`config.mk`:
```
export PLATFORM = sky130hd
export DESIGN_NAME = sine_phase_decoder
export DESIGN_NICKNAME = d
export VERILOG_FILES = /design/src/rtl/sine_dds_pkg.sv /design/src/rtl/sine_lut.sv /design/src/rtl/sine_phase_decoder.sv
export SDC_FILE = /design/constraint.sdc
export NUM_CORES = 1
export LEC_CHECK = 0
export CAP_MARGIN = 5
export CORE_MARGIN = 2
export CORE_UTILIZATION = 59
export CTS_CLUSTER_SIZE = 14
export DETAILED_ROUTE_END_ITERATION = 12
export GPL_TIMING_DRIVEN = 0
export PLACE_DENSITY_LB_ADDON = 0.3
export SYNTH_ARGS = -nofsm -noshare
export SYNTH_HDL_FRONTEND = slang
export SYNTH_HIERARCHICAL = 1
export SYNTH_SLANG_ARGS = --single-unit
```
`constraint.sdc`:
```
create_clock -name clk -period 6.3 [get_ports clk]
set_input_delay 1.89 -clock clk [delete_from_list [all_inputs] [get_ports clk]]
set_output_delay 1.89 -clock clk [all_outputs]
set_load 0.005 [all_outputs]
```
`src/rtl/sine_dds_pkg.sv`:
```
// Shared constants, state encoding and small helpers for the sine DDS / phase-decode blocks.
package sine_dds_pkg;

    localparam logic [7:0] RISE_BASE   = 8'd192;
    localparam logic [7:0] FALL_BASE   = 8'd64;
    localparam int         SEARCH_BITS = 7;

    typedef enum logic [1:0] {IDLE, SEARCH, ROUND, DONE} state_t;

    // Search index k maps onto the selected monotonic half-wave, wrapping at 8 bits.
    function automatic logic [7:0] phase_of(input logic fall, input logic [SEARCH_BITS-1:0] k);
        return (fall ? FALL_BASE : RISE_BASE) + {1'b0, k};
    endfunction

    function automatic logic [7:0] absdiff(input logic [7:0] a, input logic [7:0] b);
        return (a > b) ? (a - b) : (b - a);
    endfunction

endpackage

```
`src/rtl/sine_lut.sv`:
```
// 256-entry offset-binary sine table, round(127.5 + 127.5*sin(2*pi*addr/256)).
// Built from a 65-entry quarter wave mirrored across the four quadrants.
module sine_lut (
    input  logic [7:0] addr,
    output logic [7:0] data
);

    localparam logic [7:0] QTAB [0:64] = '{
        8'd128, 8'd131, 8'd134, 8'd137, 8'd140, 8'd143, 8'd146, 8'd149,
        8'd152, 8'd155, 8'd158, 8'd162, 8'd165, 8'd167, 8'd170, 8'd173,
        8'd176, 8'd179, 8'd182, 8'd185, 8'd188, 8'd190, 8'd193, 8'd196,
        8'd198, 8'd201, 8'd203, 8'd206, 8'd208, 8'd211, 8'd213, 8'd215,
        8'd218, 8'd220, 8'd222, 8'd224, 8'd226, 8'd228, 8'd230, 8'd232,
        8'd234, 8'd235, 8'd237, 8'd238, 8'd240, 8'd241, 8'd243, 8'd244,
        8'd245, 8'd246, 8'd248, 8'd249, 8'd250, 8'd250, 8'd251, 8'd252,
        8'd253, 8'd253, 8'd254, 8'd254, 8'd254, 8'd255, 8'd255, 8'd255,
        8'd255
    };

    logic [6:0] a7, qi;

    always_comb begin
        a7 = addr[6:0];
        qi = (a7 <= 7'd64) ? a7 : (7'd0 - a7);
        if (!addr[7])
            data = QTAB[qi];
        else if (a7 == 7'd0)
            data = 8'd128;  // sin(pi) rounds up, same as sin(0)
        else
            data = 8'd255 - QTAB[qi];
    end

endmodule

```
`src/rtl/sine_phase_decoder.sv`:
```
// Sample -> phase decoder: bit-serial binary search over one half-wave of sine_lut.
// Define SINE_DEC_ROUND_EN to add a ROUND step that picks the nearer of k-1 / k.
module sine_phase_decoder
    import sine_dds_pkg::*;
#(
    parameter bit HOLD_LAST = 1'b1
) (
    input  logic       clk,
    input  logic       rst_n,
    input  logic       in_valid,
    output logic       in_ready,
    input  logic [7:0] sample,
    input  logic       falling,
    output logic       out_valid,
    input  logic       out_ready,
    output logic [7:0] phase,
    output logic       exact
);

    state_t                 state, state_nx;
    logic [SEARCH_BITS-1:0] k, mask, probe, step;
    logic [2:0]             bitidx;
    logic [7:0]             smp, lut_addr, lut_data;
    logic                   fall, pred, final_step;
`ifdef SINE_DEC_ROUND_EN
    logic [7:0]             lut_k;
`endif

    // bitidx runs 6..0, then wraps to 7 for one extra cycle that looks up phase(k) for exact.
    assign final_step = (bitidx == 3'd7);
    assign in_ready   = (state == IDLE);
    assign out_valid  = (state == DONE);

    sine_lut u_lut (
        .addr (lut_addr),
        .data (lut_data)
    );

    always_comb begin
        mask  = ~({SEARCH_BITS{1'b1}} << bitidx);
        step  = 7'd1 << bitidx;
        probe = final_step ? k : (k | mask);
`ifdef SINE_DEC_ROUND_EN
        lut_addr = (state == ROUND) ? phase_of(fall, k - 7'd1) : phase_of(fall, probe);
`else
        lut_addr = phase_of(fall, probe);
`endif
        pred = fall ? (lut_data <= smp) : (lut_data >= smp);
    end

    always_ff @(posedge clk or negedge rst_n) begin
        if (!rst_n) state <= IDLE;
        else        state <= state_nx;
    end

    always_comb begin
        state_nx = state;
        case (state)
            IDLE:    if (in_valid) state_nx = SEARCH;
`ifdef SINE_DEC_ROUND_EN
            SEARCH:  if (final_step) state_nx = ROUND;
`else
            SEARCH:  if (final_step) state_nx = DONE;
`endif
            ROUND:   state_nx = DONE;
            DONE:    if (out_ready) state_nx = IDLE;
            default: state_nx = IDLE;
        endcase
    end

    always_ff @(posedge clk or negedge rst_n) begin
        if (!rst_n) begin
            k      <= '0;
            bitidx <= 3'd6;
            smp    <= '0;
            fall   <= 1'b0;
            phase  <= '0;
            exact  <= 1'b0;
`ifdef SINE_DEC_ROUND_EN
            lut_k  <= '0;
`endif
        end else begin
            case (state)
                IDLE: if (in_valid) begin
                    smp    <= sample;
                    fall   <= falling;
                    k      <= '0;
                    bitidx <= 3'd6;
                end
                SEARCH: begin
                    if (!final_step) begin
                        if (!pred) k <= k | step;
                        bitidx <= bitidx - 3'd1;
                    end else begin
                        phase <= lut_addr;
                        exact <= (lut_data == smp);
`ifdef SINE_DEC_ROUND_EN
                        lut_k <= lut_data;
`endif
                    end
                end
`ifdef SINE_DEC_ROUND_EN
                // Ties keep k, so only a strictly closer k-1 wins.
                ROUND: if (k != '0 && absdiff(lut_data, smp) < absdiff(lut_k, smp)) begin
                    phase <= lut_addr;
                    exact <= (lut_data == smp);
                end
`endif
                DONE: if (out_ready && !HOLD_LAST) begin
                    phase <= '0;
                    exact <= 1'b0;
                end
                default: ;
            endcase
        end
    end

endmodule
```
==> results.cfg <==
[sta]
fmax_mhz = 181
worstMarginPinSlew_ns = 0.651
fin_crit_ns = 5.53
fin_crit_sh_pct = 87.7
tns_ns = 0
skew_ns = 0.00775
slew_viol_final = 0
hold_viol_final = 0
setup_viol = 0
grt_setup_unrepaired = false
relSlewSlack_pct = 56.6

[global_routing]
antenna_found_initial = 0
grt_overflow = 0
grt_pass1_vias = 2440
gr-usage-all-layers_pct = 26.5
grt_max_degree = 31
grt_first_pass_wirelength_um = 11400

[cells_and_area]
layout.cells.non_filler = 431
nNetsFinal = 404
area_growth_pct = 13.9
utilization_pct = 69.7
finalInstanceArea_sq_um = 3310
final_common_cell = nand2_1
fillerInstances = 374
layout_common_cells = nand2_1 (29), ha_1 (28), dfrtp_1 (28)
antenna_cells = 0
multiInputGateArea_sq_um = 1970
seqCellArea_sq_um = 753
drive_above_1_share_pct = 17.3

[placed_design]
hpwl_um = 5150
dp.cells = 423
place_area_sq_um = 3220
gp_congestion = 0.969
portBuffers = 23

[critical_path]
cp.arrival_ns = 5.68
worstPathRequired_ns = 6.45
worst-path-max-fanout = 11
endpoint_kind = register
cp-start-kind = register
worst_r2r_path_depth = 25
path_class = reg -> reg

[cts]
cts_root_buffer = clkbuf_8
cts_tree = done
hold_buffers = 0
cts_setup_buffers = 0
cts_resized = 0
cts-htree-levels = 2
path_clk_slew_ns = 0.07
cts_buffer_depth = 2
cts_buffers = 5
clock_latency_ns = 0.28
numClockSinks = 30

[synth]
syn-num-nets = 374
ys_types = 69
ys_seq_area_share_pct = 25.9
async_flop_share_pct = 100
yosys_warnings = 6
ys.flop_type = dfrtp_1
ys_seq_elements = 30
synth_enable_flop_cells = 0
synth_area_per_cell_sq_um = 8.74
netlist_area_sq_um = 2910
syn_inst = 333

[min_path]
hold_class = reg -> reg
min_delay_path_depth = 1

[outcome]
outcome = finished clean

[detailed_routing]
drc = 0
avgRoutedWirePerCell_um = 15.6
drtAntennaViolNets = 0
vias = 2610
postRouteWirelength_um = 6750
drt_iter0_markers = 244
routed_via_density = 6.06
dr.pass1.iters = 4

[floorplanning]
rows = 25
initial_core_util_pct = 61.2
pin_count = 24
die-area_sq_um = 5510
die_w_um = 74.2
chipHeight_um = 74.2
core_area_sq_um = 4750

[job]
drv_cap = 0
## worst paths after layout
kind                           start     end  slack [ns]
setup / recovery           bitidx[0]    k[1]        0.77
hold / removal                smp[1]  smp[1]        0.51
setup reg to reg           bitidx[0]    k[1]        0.77
hold reg to reg               smp[1]  smp[1]        0.51
max in group asynchronous      rst_n  smp[0]        4.24
min in group asynchronous      rst_n    k[4]        1.63
## critical path: stages, from the launching register on
cell and delay [ns]:
dfrtp_1 0.45, inv_1 0.16, ha_1 0.21, ha_1 0.21
a21oi_1 0.05, or2_2 0.40, inv_1 0.18, ha_1 0.32
or4b_4 0.55, nor2_2 0.16, o2bb2ai_2 0.14, ha_1 0.29
buf_2 0.20, nor2_1 0.07, o21ai_0 0.19, o221ai_1 0.18
o211ai_1 0.27, and3_1 0.21, o21ai_2 0.05, ha_1 0.30
nand4_1 0.12, o21ai_0 0.24, nor2_2 0.10, buf_6 0.15
o2111ai_1 0.11, nand3_1 0.10
## kinds of logic after synthesis
group,Yosys count,synth area share [%]
buf+inv,40,6.36
compound gates,97,24.5
xor+xnor,3,0.903
flops,30,25.9
mux,28,10.4
simple gates,107,19.9
fa+ha+maj,28,12.0
## per-stage QoR
| step | setup WS (ns) | hold slack (ns) |
|---|---|---|
| finish | 0.774 | 0.506 |
| global route | 0.322 | 0.517 |
| CTS | 0.822 | 0.507 |
| detailed placement | 0.843 | 0.477 |
| global placement | 0.943 | 0.486 |
| floorplan | 1.58 | 0.464 |
## registers in the layout (all words and copies together) (netlist names)
signal / cells
k: 7
state: 2
exact: 1
fall: 1
phase: 8
bitidx: 3
smp: 8
## synth_stat cells, types with 11 or more instances
cell type,number,area share (%)
o21ai_0,20,3.4
nand2_1,29,3.7
inv_1,19,2.5
nor2_1,11,1.4
mux2_2,18,7.0
a21oi_1,12,2.1
dfrtp_1,28,24
nand3_1,11,1.9
ha_1,28,12
## area by class of cell
class / count / share of cell area (%)
buffer: 20 / 3.32
inverter: 20 / 2.27
clock buffer: 6 / 2.49
clock inverter: 2 / 0.378
sequential: 30 / 22.7
multi-input combinational: 263 / 59.5
tap: 67 / 2.53
timing repair buffer: 23 / 6.80
## per-layer routing
| metal | up-vias | share of wire (%) | track usage [%] |
|---|---|---|---|
| met3 | 8 | 4.8 | 3.52 |
| li1 | 1296 | - | - |
| met5 | - | 0 | 0 |
| met2 | 88 | 47 | 42.3 |
| met4 | 0 | 1.3 | 8.73 |
| met1 | 1218 | 47 | 37.3 |
Power is left out: the tool's default activity adds up to more than one toggle a clock period on the data nets, which glitch-free logic cannot reach.
